**src/rtl/vga_rx_monitor_if.sv**
```systemverilog
// VGA pixel bus between a VGA controller (master) and a sink such as
// vga_rx_monitor (slave).
//   hs     hsync, active low
//   vs     vsync, active low
//   blank  1 = active pixel, 0 = blanking
//   r/g/b  8-bit colour components
interface vga_rx_monitor_if;
  logic       hs;
  logic       vs;
  logic       blank;
  logic [7:0] r;
  logic [7:0] g;
  logic [7:0] b;

  modport master (output hs, vs, blank, r, g, b);
  modport slave  (input  hs, vs, blank, r, g, b);
endinterface

```
**src/rtl/vga_rx_monitor.sv**
```systemverilog
// vga_rx_monitor: sink-side checker for the VGA pixel interface.
// Samples HS/VS/BLANK/RGB, measures line and frame timing against the
// configured mode and reports frame events, sticky timing errors and lock.
//
// Ports:
//   clk          pixel clock
//   reset        synchronous, active-high
//   vga          vga_rx_monitor_if.slave (hs, vs, blank, r, g, b)
//   clr_err      one-cycle pulse, clears the sticky error flags
//   frame_done   one-cycle pulse per completed frame
//   frame_count  completed frames since reset (wraps)
//   err          sticky: [0] line length, [1] hsync width,
//                [2] active pixels/line, [3] frame lines/active lines
//   locked       last completed frame had no error
//   frame_sig    signature of the last completed frame
//
// Build option: define VGA_RX_MONITOR_CRC_EN to make frame_sig a
// CRC-16-CCITT (poly 0x1021, init 0xFFFF) over the active pixels {R,G,B},
// MSB first. Without it there is no CRC logic and frame_sig is 0.
module vga_rx_monitor #(
  parameter int HDISP  = 800,
  parameter int HFP    = 40,
  parameter int HPULSE = 48,
  parameter int HBP    = 40,
  parameter int VDISP  = 480,
  parameter int VFP    = 13,
  parameter int VPULSE = 3,
  parameter int VBP    = 29
) (
  input  logic                   clk,
  input  logic                   reset,
  vga_rx_monitor_if.slave        vga,
  input  logic                   clr_err,
  output logic                   frame_done,
  output logic [15:0]            frame_count,
  output logic [3:0]             err,
  output logic                   locked,
  output logic [15:0]            frame_sig
);

  localparam logic [11:0] HTOTAL_C = 12'(HDISP + HFP + HPULSE + HBP);
  localparam logic [11:0] HPULSE_C = 12'(HPULSE);
  localparam logic [11:0] HDISP_C  = 12'(HDISP);
  localparam logic [10:0] VTOTAL_C = 11'(VDISP + VFP + VPULSE + VBP);
  localparam logic [10:0] VDISP_C  = 11'(VDISP);

  typedef enum logic {SEEK, SYNCED} state_t;

  // Counters stick at all-ones so a runaway line/frame can never wrap
  // back into a value that happens to match the expected total.
  function automatic logic [11:0] sat_inc12(input logic [11:0] v);
    return (v == 12'hFFF) ? v : v + 12'd1;
  endfunction

  function automatic logic [10:0] sat_inc11(input logic [10:0] v);
    return (v == 11'h7FF) ? v : v + 11'd1;
  endfunction

  state_t      state_q, state_d;
  logic        hs_p0_q, hs_p0_d, hs_p1_q, hs_p1_d;
  logic        vs_p0_q, vs_p0_d, vs_p1_q, vs_p1_d;
  logic        blank_p0_q, blank_p0_d;
  logic        clr_p0_q, clr_p0_d;
  logic        h_seen_q, h_seen_d;
  logic [11:0] h_cnt_q, h_cnt_d;
  logic [11:0] hs_low_q, hs_low_d;
  logic [11:0] act_cnt_q, act_cnt_d;
  logic [10:0] v_cnt_q, v_cnt_d;
  logic [10:0] act_lines_q, act_lines_d;
  logic        frame_err_q, frame_err_d;
  logic        frame_done_q, frame_done_d;
  logic [15:0] frame_count_q, frame_count_d;
  logic [3:0]  err_q, err_d;
  logic        locked_q, locked_d;

  logic        hs_fall, hs_rise, vs_fall;
  logic        line_chk, frame_end;
  logic [3:0]  new_err;
  logic [11:0] h_cnt_end;
  logic [10:0] v_cnt_line, act_lines_line;

  always_comb begin
    // Stage p0: input register; p1: previous sample for edge detection
    hs_p0_d    = vga.hs;
    vs_p0_d    = vga.vs;
    blank_p0_d = vga.blank;
    clr_p0_d   = clr_err;
    hs_p1_d    = hs_p0_q;
    vs_p1_d    = vs_p0_q;

    hs_fall   = hs_p1_q & ~hs_p0_q;
    hs_rise   = ~hs_p1_q & hs_p0_q;
    vs_fall   = vs_p1_q & ~vs_p0_q;
    // Line checks need a previous hs fall so a line cut short by reset
    // is never measured.
    line_chk  = (state_q == SYNCED) & h_seen_q;
    frame_end = vs_fall & (state_q == SYNCED);
    new_err   = 4'b0000;

    // Line length: h_cnt holds HTOTAL-1 at the next fall for a good line.
    h_cnt_end = sat_inc12(h_cnt_q);
    h_cnt_d   = hs_fall ? 12'd0 : h_cnt_end;
    if (hs_fall && line_chk && (h_cnt_end != HTOTAL_C)) new_err[0] = 1'b1;

    // Sync width: count low cycles including the fall cycle.
    if (hs_fall)       hs_low_d = 12'd1;
    else if (!hs_p0_q) hs_low_d = sat_inc12(hs_low_q);
    else               hs_low_d = hs_low_q;
    if (hs_rise && line_chk && (hs_low_q != HPULSE_C)) new_err[1] = 1'b1;

    // Active pixels: a blank line (count 0) is legal, otherwise exactly HDISP.
    if (hs_fall)         act_cnt_d = {11'd0, blank_p0_q};
    else if (blank_p0_q) act_cnt_d = sat_inc12(act_cnt_q);
    else                 act_cnt_d = act_cnt_q;
    if (hs_fall && line_chk && (act_cnt_q != 12'd0) && (act_cnt_q != HDISP_C))
      new_err[2] = 1'b1;

    // Frame: the line ending on this cycle is folded in before the frame
    // compare, so a coincident hs/vs fall counts the line in the old frame.
    v_cnt_line     = hs_fall ? sat_inc11(v_cnt_q) : v_cnt_q;
    act_lines_line = (hs_fall && (act_cnt_q != 12'd0)) ? sat_inc11(act_lines_q)
                                                        : act_lines_q;
    if (frame_end && ((v_cnt_line != VTOTAL_C) || (act_lines_line != VDISP_C)))
      new_err[3] = 1'b1;
    v_cnt_d     = vs_fall ? 11'd0 : v_cnt_line;
    act_lines_d = vs_fall ? 11'd0 : act_lines_line;

    h_seen_d      = h_seen_q | hs_fall;
    state_d       = vs_fall ? SYNCED : state_q;
    frame_done_d  = frame_end;
    frame_count_d = frame_end ? frame_count_q + 16'd1 : frame_count_q;
    // A fresh error beats a simultaneous clear.
    err_d         = (clr_p0_q ? 4'b0000 : err_q) | new_err;
    locked_d      = frame_end ? ~(frame_err_q | (|new_err)) : locked_q;
    frame_err_d   = vs_fall ? 1'b0 : (frame_err_q | (|new_err));
  end

`ifdef VGA_RX_MONITOR_CRC_EN
  logic [23:0] rgb_p0_q, rgb_p0_d;
  logic [15:0] crc_q, crc_d;
  logic [15:0] frame_sig_q, frame_sig_d;

  function automatic logic [15:0] crc_step(input logic [15:0] crc,
                                           input logic [23:0] data);
    logic [15:0] c;
    c = crc;
    for (int i = 23; i >= 0; i--) begin
      if (c[15] ^ data[i]) c = {c[14:0], 1'b0} ^ 16'h1021;
      else                 c = {c[14:0], 1'b0};
    end
    return c;
  endfunction

  always_comb begin
    rgb_p0_d = {vga.r, vga.g, vga.b};
    // A pixel on the vs-fall cycle belongs to the new frame.
    if (vs_fall)         crc_d = blank_p0_q ? crc_step(16'hFFFF, rgb_p0_q) : 16'hFFFF;
    else if (blank_p0_q) crc_d = crc_step(crc_q, rgb_p0_q);
    else                 crc_d = crc_q;
    frame_sig_d = frame_end ? crc_q : frame_sig_q;
  end

  always_ff @(posedge clk) begin
    rgb_p0_q <= rgb_p0_d;
    crc_q    <= crc_d;
  end

  always_ff @(posedge clk) begin
    if (reset) frame_sig_q <= 16'h0000;
    else       frame_sig_q <= frame_sig_d;
  end

  assign frame_sig = frame_sig_q;
`else
  assign frame_sig = 16'h0000;
`endif

  always_ff @(posedge clk) begin
    if (reset) begin
      state_q       <= SEEK;
      hs_p0_q       <= 1'b1;
      hs_p1_q       <= 1'b1;
      vs_p0_q       <= 1'b1;
      vs_p1_q       <= 1'b1;
      blank_p0_q    <= 1'b0;
      clr_p0_q      <= 1'b0;
      h_seen_q      <= 1'b0;
      h_cnt_q       <= 12'd0;
      hs_low_q      <= 12'd0;
      act_cnt_q     <= 12'd0;
      v_cnt_q       <= 11'd0;
      act_lines_q   <= 11'd0;
      frame_err_q   <= 1'b0;
      frame_done_q  <= 1'b0;
      frame_count_q <= 16'd0;
      err_q         <= 4'b0000;
      locked_q      <= 1'b0;
    end else begin
      state_q       <= state_d;
      hs_p0_q       <= hs_p0_d;
      hs_p1_q       <= hs_p1_d;
      vs_p0_q       <= vs_p0_d;
      vs_p1_q       <= vs_p1_d;
      blank_p0_q    <= blank_p0_d;
      clr_p0_q      <= clr_p0_d;
      h_seen_q      <= h_seen_d;
      h_cnt_q       <= h_cnt_d;
      hs_low_q      <= hs_low_d;
      act_cnt_q     <= act_cnt_d;
      v_cnt_q       <= v_cnt_d;
      act_lines_q   <= act_lines_d;
      frame_err_q   <= frame_err_d;
      frame_done_q  <= frame_done_d;
      frame_count_q <= frame_count_d;
      err_q         <= err_d;
      locked_q      <= locked_d;
    end
  end

  assign frame_done  = frame_done_q;
  assign frame_count = frame_count_q;
  assign err         = err_q;
  assign locked      = locked_q;

endmodule

```
**src/flat_wrapper.sv**
```systemverilog
// flat-port wrapper written by rule: the top's interface ports become plain ports
module vga_rx_monitor_flat 
#(
  parameter int HDISP  = 800,
  parameter int HFP    = 40,
  parameter int HPULSE = 48,
  parameter int HBP    = 40,
  parameter int VDISP  = 480,
  parameter int VFP    = 13,
  parameter int VPULSE = 3,
  parameter int VBP    = 29
)
  (clk, reset, clr_err, frame_done, frame_count, err, locked, frame_sig, vga_hs, vga_vs, vga_blank, vga_r, vga_g, vga_b);
  vga_rx_monitor_if vga_i ();
  input  logic clk;
  input  logic reset;
  input  logic clr_err;
  output logic frame_done;
  output logic [15:0] frame_count;
  output logic [3:0] err;
  output logic locked;
  output logic [15:0] frame_sig;
  input wire logic [$bits(vga_i.hs)-1:0] vga_hs;
  input wire logic [$bits(vga_i.vs)-1:0] vga_vs;
  input wire logic [$bits(vga_i.blank)-1:0] vga_blank;
  input wire logic [$bits(vga_i.r)-1:0] vga_r;
  input wire logic [$bits(vga_i.g)-1:0] vga_g;
  input wire logic [$bits(vga_i.b)-1:0] vga_b;
  assign vga_i.hs = vga_hs;
  assign vga_i.vs = vga_vs;
  assign vga_i.blank = vga_blank;
  assign vga_i.r = vga_r;
  assign vga_i.g = vga_g;
  assign vga_i.b = vga_b;
  vga_rx_monitor #(.HDISP(HDISP), .HFP(HFP), .HPULSE(HPULSE), .HBP(HBP), .VDISP(VDISP), .VFP(VFP), .VPULSE(VPULSE), .VBP(VBP)) u_core (.clk(clk), .reset(reset), .vga(vga_i), .clr_err(clr_err), .frame_done(frame_done), .frame_count(frame_count), .err(err), .locked(locked), .frame_sig(frame_sig));
endmodule
```
**config.mk**
```make
export PLATFORM = sky130hd
export DESIGN_NAME = vga_rx_monitor_flat
export DESIGN_NICKNAME = d
export VERILOG_FILES = /design/src/rtl/vga_rx_monitor_if.sv /design/src/rtl/vga_rx_monitor.sv /design/src/flat_wrapper.sv
export SDC_FILE = /design/constraint.sdc
export NUM_CORES = 1
export LEC_CHECK = 0
export ABC_AREA = 1
export ABC_CLOCK_PERIOD_IN_PS = 2850
export BUFFER_PORTS_ARGS = -buffer_cell sky130_fd_sc_hd__buf_2
export CELL_PAD_IN_SITES_DETAIL_PLACEMENT = 1
export CELL_PAD_IN_SITES_GLOBAL_PLACEMENT = 2
export CORE_MARGIN = 3
export CORE_UTILIZATION = 30
export DETAILED_ROUTE_END_ITERATION = 10
export PLACE_DENSITY = 0.77
export SYNTH_ARGS = -nofsm -noshare
export SYNTH_HDL_FRONTEND = slang
export SYNTH_SLANG_ARGS = --single-unit
```
**constraint.sdc**
```tcl
create_clock -name clk -period 2.85 [get_ports clk]
set_input_delay 0.285 -clock clk [delete_from_list [all_inputs] [get_ports clk]]
set_output_delay 0.285 -clock clk [all_outputs]
set_load 0.03 [all_outputs]
```
# After elaboration in Yosys (flattened, before gate mapping)
# Cells that the tools add are included.
[word_totals]
inputBits = 30
latchBits = 0
mem_bits_ro = 0
wordCells = 87
mem_count = 0
output_inout_bits = 38
ram_bits = 0
ff_bits = 89
[op_classes]
n_shift = 0
multipliers = 0
addsub = 6
div_mod_pow = 0
magnitude_cmp = 0
reduce_logical = 18
n_eq_ne = 13
mux = 16
n_bitwise = 14
[op_table]
columns = ["cell", "count"]
rows = [
  ["2-to-1 mux 11 bit", 4],
  ["adder 12 x 1 -> 12 bit (second input constant)", 3],
  ["equality test 12 bit (second input constant)", 3],
  ["!= test 12 x 10 -> 1 bit (second input constant)", 2],
  ["adder 11 x 1 -> 11 bit (second input constant)", 2],
  ["equality test 11 bit (second input constant)", 2],
  ["adder 16 x 1 -> 16 bit (second input constant)", 1],
  ["2-to-1 mux 12 bit", 1],
  ["!= test 12 x 6 -> 1 bit (second input constant)", 1],
  ["nonzero test 12 bit", 1],
  ["!= test 11 x 10 -> 1 bit (second input constant)", 1],
  ["!= test 11 x 9 -> 1 bit (second input constant)", 1],
  ["2-to-1 mux 1 bit", 10],
  ["logical AND 1 bit", 8],
  ["AND reduction 2 bit", 4],
  ["inverter 1 bit", 6],
  ["bitwise AND 1 bit", 5],
  ["2-to-1 mux 4 bit", 1],
  ["!= test 2 x 1 -> 1 bit (second input constant)", 2],
  ["OR 4 bit", 1],
  ["OR reduction 2 bit", 2],
  ["OR reduction 4 bit", 1],
  ["!= test 2 bit (second input constant)", 1],
  ["OR 1 bit", 2],
  ["2 further kinds", 2],
]

# Logic depth before layout (Yosys ltp)
# Gate-level depths: netlist of the first run.
[depth]
ltp_word = 11
mapped_depth = 15

# Worst setup path after synthesis of the first run
# OpenSTA, ideal clock, no wires.
[synth_path]
kind = "reg2reg"
from = "register u_core.frame_count_q[0], in the netlist u_core.frame_count[0]"
to = "register u_core.frame_count_q[14], in the netlist u_core.frame_count[14]"
slack_ps = 1011
period_less_slack_ps = 1839
setup_time_ps = 128
path_buffers = 0
t_arrival_ps = 1712
required_time_ps = 2722
path_stages_with_launch = 10
path_cell_list = "dfxtp_1 > ha_1 > inv_1 > nor3_4 > nand3_1 > nor2_1 > nand3_1 > nor3_2 > xor2_1 > nor2_1"
[synth_between]
elab_chain_cells = 1
[synth_rtl]
columns = ["element", "line", "text"]
rows = [
  ["start: declaration", "vga_rx_monitor.sv:72", "logic [15:0] frame_count_q, frame_count_d;"],
  ["start signal: assignment", "vga_rx_monitor.sv:214", "frame_count_q <= frame_count_d;"],
  ["adder 16 x 1 -> 16 bit", "vga_rx_monitor.sv:131", "frame_count_d = frame_end ? frame_count_q + 16'd1 : frame_count_q;"],
]
# No other way between the ends.
# A chain may end at the register's enable or synchronous reset.

# Worst setup path in the final report of the first run
[layout_path]
from = "register u_core.h_cnt_q[0]"
to = "register u_core.frame_err_q"
[layout_between]
elab_chain_cells = 7
word_cells_on_any_way = 8
[layout_rtl]
columns = ["element", "line", "text"]
rows = [
  ["start: declaration", "vga_rx_monitor.sv:65", "logic [11:0] h_cnt_q, h_cnt_d;"],
  ["start signal: assignment", "vga_rx_monitor.sv:207", "h_cnt_q <= h_cnt_d;"],
  ["adder 12 x 1 -> 12 bit / equality test 12 bit (equally long branches)", "vga_rx_monitor.sv:52", "return (v == 12'hFFF) ? v : v + 12'd1;"],
  ["2-to-1 mux 12 bit (*)", "vga_rx_monitor.sv:52", ""],
  ["!= test 12 x 10 -> 1 bit (*)", "vga_rx_monitor.sv:103", "if (hs_fall && line_chk && (h_cnt_end != HTOTAL_C)) new_err[0] = 1'b1;"],
  ["logical AND 1 bit (*)", "vga_rx_monitor.sv:103", ""],
  ["2-to-1 mux 1 bit (*)", "vga_rx_monitor.sv:103", ""],
  ["OR reduction 4 bit (*)", "vga_rx_monitor.sv:135", "frame_err_d = vs_fall ? 1'b0 : (frame_err_q | (|new_err));"],
  ["OR 1 bit (*)", "vga_rx_monitor.sv:135", ""],
  ["end signal: assignment", "vga_rx_monitor.sv:212", "frame_err_q <= frame_err_d;"],
  ["end: declaration", "vga_rx_monitor.sv:70", "logic frame_err_q, frame_err_d;"],
]
# Mark *: on every way between the ends. The rest lies on a longest branch, timed or not.

==> impl_metrics.ini, run 1 <==
[clock_tree]
clock_latency_ps = 340
path_clk_slew_ps = 60
cts_htree_levels = 3
cts.sinks = 89
cts_resized = 0
hold_buffers = 0
clk_path_buf_depth = 2
root_buffer = clkbuf_16
post_cts_buffers = 0
numCtsBuffers = 9
cts_tree = yes

[yosys]
ys_ff_latch = 89
yosysUniqueCellTypes = 42
synthTopCellsByArea = dfxtp_1 (37%), nand2_1 (13%), inv_1 (7.7%)
syn_inst = 720
yosys.area.top_type = dfxtp_1
synth_top_area_share_pct = 36.6
synth_area_per_cell_um2 = 6.76
syn_area_um2 = 4870
ys_seq_area_share_pct = 36.6
ys_warn_count = 0

[detailed_routing]
firstDrtPassIters = 4
vias = 4507
drt_wl_total_um = 12300
wl_per_cell_um = 12.8
drt_iter0_markers = 164
routed_via_density = 4.69
drc = 0
final_antenna_net_count = 0

[critical_path]
r2r-start = u_core.h_cnt_q[0]
cp-start-kind = flip-flop
ff2ff_path_depth = 10
reg2reg_slack_ps = 620
worstPathMaxFanout = 16
critPathLaunch = u_core.h_cnt_q[0]
required_ps = 3040
setup.worst_path.class = reg2reg
endpoint = u_core.frame_err_q
end_kind = flip-flop
r2r_end = u_core.frame_err_q
cp.arrival_ps = 2420

[sta]
worst_slew_pin_slew_ps = 759
timing.hold.ws_ps = 139
hold_viol = 0
min_period_ps = 2230
drv_slew = 0
setup-violations-final = 0
finalClockSkew_ps = 7.98
rsz0062_at_grt = false
fin_crit_sh_pct = 78.3
setup_tns_ps = 0
fmax_ghz = 0.448
slew_headroom_pct = 49.4

[power]
seqPwrFrac_pct = 47.9
switchingPower_uw = 651
p_comb_share_pct = 6.7
p_int_uw = 2030
swShare_pct = 24.2
power_density_nw_per_um2 = 492
clkPwrFrac_pct = 45.5
leakagePower_uw = 0.00226
peakVddDrop_mv = 0.254

[final_layout]
layout_common_cells = nand2_1 (166), inv_1 (100), dfxtp_1 (89)
final_common_cell = nand2_1
drive_gt1_share_pct = 13.0
diodes = 0
finalNonFillerCells = 962
final_area_um2 = 5450
finalNetCount = 785
fin_util_pct = 35.1
fill_cells = 2019
areaGrowthSynthToFinish_pct = 12.0

[die]
die_h_um = 133
die_area_um2 = 17800
io_pins = 68
core_um2 = 15500
start_util_pct = 31.3
std_cell_rows = 45
fp.dieW_um = 133

[grt]
grt_usage_pct = 14.1
grt_overflow = 0
grt_pass1_wl_um = 21100
grt_max_degree = 25
first_global_vias = 4577
antenna_found_initial = 0

[placed_design]
gp_congestion = 0.766
dp_cells = 947
post_dp_cell_area_um2 = 5150
dp_hpwl_um = 9300
io_buffer_count = 27

[min_path]
worstHoldPathType = in2reg
holdPathStages = 2

[outcome]
run_status = completed

[run]
max_cap_viol_count = 0
-- sequential cells by signal, summed over array words and instances (netlist names) --
register	count
u_core.act_cnt_q	12
u_core.act_lines_q	11
u_core.blank_p0_q	1
u_core.clr_p0_q	1
u_core.err	4
u_core.frame_count	16
u_core.frame_done	1
u_core.frame_err_q	1
u_core.h_cnt_q	12
u_core.h_seen_q	1
u_core.hs_low_q	12
u_core.hs_p0_q	1
u_core.hs_p1_q	1
u_core.locked	1
u_core.state_q	1
u_core.v_cnt_q	11
u_core.vs_p0_q	1
u_core.vs_p1_q	1
-- worst min path at each step --
stage	startpoint	endpoint	slack (ps)
after floorplan	vga_hs	u_core.hs_p0_q	390
after global placement	u_core.h_seen_q	u_core.h_seen_q	450
after detailed placement	u_core.frame_count[13]	u_core.frame_count[13]	460
after CTS	vga_vs	u_core.vs_p0_q	130
after global routing	vga_vs	u_core.vs_p0_q	140
final	vga_vs	u_core.vs_p0_q	140
-- routing by layer --
metal	vias up	wire, um	global-route usage (%)
met5	-	0	0
met1	2136	6000	18.2
li1	2310	-	-
met4	0	114	3.49
met3	8	401	3.21
met2	53	5770	23.9
-- synth_stat cells, drive strengths merged --
library cell and n:
nand3b 4, o21bai 2, clkbuf 6, nor2 109, o21ai 27, o211ai 1
o21a 4, nor3 19, a221oi 1, conb 1, nor4 3, or2 5
dfxtp 89, xor2 7, a31oi 3, clkinv 4, a21oi 53, xnor2 2
inv 108, nor3b 1, ha 8, nand3 50, o31ai 1, nand2 175
buf 21, nand4 16
-- area by class of cell --
class	instances	area, um2	share of cell area, %
clock buffer	13	260	4.77
clock inverter	2	37.5	0.688
inverter	112	420	7.71
multi-input combinational	507	2550	46.7
sequential	89	1780	32.7
tap	211	264	4.84
timing repair buffer	28	143	2.62
-- cell families (layout without fill, tap and decap cells) --
logic type / count (synthesis) / count (layout) / share of synthesized area [%]
AO/OA/AOI/OAI: 92 / 92 / 10.5
XOR/XNOR: 9 / 9 / 1.62
adder cells (fa/ha/maj): 8 / 8 / 2.06
buffers and inverters: 139 / 155 / 12.3
flip-flops: 89 / 89 / 36.6
other: 1 / 16 / 0.0770
AND/OR/NAND/NOR: 382 / 382 / 36.9
-- worst max-delay path: stages (launching register included) --
cell	delay [ps]
dfxtp_1	400
ha_1	360
inv_2	80
nor2_4	190
nand3_4	200
o21ai_1	220
nand3_1	110
nor2_1	170
nand2_2	110
a21oi_4	160
a21oi_1	80
-- power groups by stage --
stage                     clock network (uW)  logic (uW)  registers (uW)
after global routing                    1310         205            1290
after floorplan                            0         155            1310
after global placement                     0         176            1310
after CTS                               1270         183            1290
final                                   1220         179            1290
after detailed placement                   0         182            1310
-- metrics by stage --
step                power [uW]  setup WS [ps]
floorplan                 1470           1010
global placement          1490            682
detailed placement        1500            607
CTS                       2740            586
global route              2810            368
finish                    2690            619
No activity file was read; power rests on OpenSTA's default activity.
==> inputs of run 2 (changes only) <==
- ABC_AREA: 1 -> 0
- ABC_CLOCK_PERIOD_IN_PS: 2850 -> 2300
- PLACE_DENSITY: 0.77 -> 0.73
- clock period: 2.85 -> 2.3 ns (I/O delays scaled with it)
==> impl_metrics.ini, run 2 <==
[final_layout]
areaGrowthSynthToFinish_pct = 25.1
final_common_cell = dfxtp_1
drive_gt1_share_pct = 23.1
layout_common_cells = dfxtp_1 (85), nor2_1 (72), buf_4 (69)
final_area_um2 = 5530
largest_reg_flops = 16
multi_input_area_um2 = 2490
diodes = 0
finalNetCount = 647
seqCellArea_um2 = 1790
fill_cells = 1686

[critical_path]
end_kind = flip-flop
r2r-start = u_core.act_cnt_q[0]
required_ps = 2540
critPathLaunch = u_core.act_cnt_q[0]
setup.worst_path.class = reg2reg
cp-start-kind = flip-flop
worstPathMaxFanout = 3
cp.arrival_ps = 2700

[detailed_routing]
routed_via_density = 5.00
drt_wl_total_um = 11600
drc = 0
vias = 3968
firstDrtPassIters = 4
drt_iter0_markers = 146
final_antenna_net_count = 0
wl_per_cell_um = 14.6

[die]
die_h_um = 127
die_area_um2 = 16200
fp.dieW_um = 127
start_util_pct = 31.3
core_um2 = 14100
io_pins = 68
std_cell_rows = 43

[sta]
hold_viol = 0
finalClockSkew_ps = 8.18
setup-violations-final = 2
rsz0062_at_grt = true
drv_slew = 0
finalWorstSetupSlack_ps = -162
fmax_ghz = 0.406
min_period_ps = 2460
fin_crit_sh_pct = 107

[power]
power_uw = 3430
peakVddDrop_mv = 0.349
power_density_nw_per_um2 = 620
leakagePower_uw = 0.00218

[yosys]
synth_edf_count = 0
ys.flop_type = dfxtp_1
ys_ff_latch = 89
syn_area_um2 = 4420
synth_top_area_share_pct = 40.3
synthTopCellsByCount = dfxtp_1 (89), nor2_1 (72), nand2_1 (36), nand3_1 (31), xor2_1 (30)
synthTopCellsByArea = dfxtp_1 (40%), nor2_1 (6.1%), xor2_1 (5.9%)
yosys.area.top_type = dfxtp_1
ys_warn_count = 0
ys_seq_area_share_pct = 40.3
syn_inst = 528
yosysUniqueCellTypes = 63
synth_area_per_cell_um2 = 8.38
synth_most_common_cell = dfxtp_1
synthArstFlopShare_pct = 0

[min_path]
hold_start = vga_hs
worstHoldPathType = in2reg

[clock_tree]
cts_htree_levels = 3
root_buffer = clkbuf_16
numCtsBuffers = 9
cts_tree = yes
cts.sinks = 89
clock_latency_ps = 340
clk_path_buf_depth = 2
path_clk_slew_ps = 70

[grt]
first_global_vias = 4137
grt_usage_pct = 14.8
grt_max_degree = 22
grt_overflow = 0
antenna_found_initial = 0
grt_pass1_wl_um = 19800

[placed_design]
dp_hpwl_um = 8750
io_buffer_count = 27
post_dp_cell_area_um2 = 5140
gp_congestion = 0.850
dp_slack_ps = -228

[outcome]
run_status = finished with violations
violations = negative setup slack

[run]
max_cap_viol_count = 0
## run 2: cell types whose count changed after synthesis, sizes merged, moves of 23 or more
| cell | before | now |
|---|---|---|
| a21oi | 53 | 22 |
| inv | 108 | 12 |
| nand2 | 175 | 37 |
| nor2 | 109 | 72 |
| xor2 | 7 | 30 |
## run 2: critical path, cell delays in order, from the launching register on
cell and delay (ps):
dfxtp_2 340, inv_2 30, ha_2 160, nor4b_4 140
a31oi_4 170, nand2_2 80, or4b_1 500, a211o_1 300
or4_4 420, a22o_1 220
## run 2: final timing paths
check	to	slack [ps]	cells after the start
setup / recovery	u_core.err[3]	-160	9
hold / removal	u_core.hs_p0_q	70	2
setup reg to reg	u_core.err[3]	-160	9
hold reg to reg	u_core.vs_p1_q	440	1
## run 2: where the power goes
part,internal [uW],switching [uW]
registers,1560,15.9
logic,63.5,125
clock network,999,669
total,2620,810
## run 2: metal layers
metal  track usage (%)  up-vias  wire, um  share of wire (%)
li1                  -     1991         -                  -
met1              18.4     1922      5400                 47
met2              25.8       40      5730                 49
met3              2.51       15       265                2.3
met4              5.49        0       213                1.8
met5                 0        -         0                  0
## run 2: through the flow
stage	utilization [%]	cells	hold slack (ps)	TNS [ps]
after CTS	39.0	794	59.3	-252
after global placement	36.3	776	414	-210
final	39.1	794	69.0	-204
after global routing	39.1	794	67.4	-487
after floorplan	-	543	334	-224
after detailed placement	36.3	776	418	-291
## run 2: timing repair
item	4_1_cts	5_1_grt
endpoints found under the setup margin	2	3
setup buffers	2	0
hold buffers	0	0
pin swaps	7	2
gates resized for setup	4	3
## run 2: final cells by class
| type | count | share of cell area [%] |
|---|---|---|
| clock inverter | 6 | 1.72 |
| timing repair buffer | 96 | 11.8 |
| multi-input combinational | 401 | 45.0 |
| inverter | 12 | 0.814 |
| sequential | 89 | 32.3 |
| tap | 180 | 4.07 |
| clock buffer | 10 | 4.32 |
## run 2: cell families after synthesis
family / share of synthesized area, %
compound gates: 10.9
flops: 40.3
xor+xnor: 8.91
fa+ha+maj: 2.26
mux: 1.64
other cells: 0.0848
buf+inv: 6.17
simple gates: 29.7
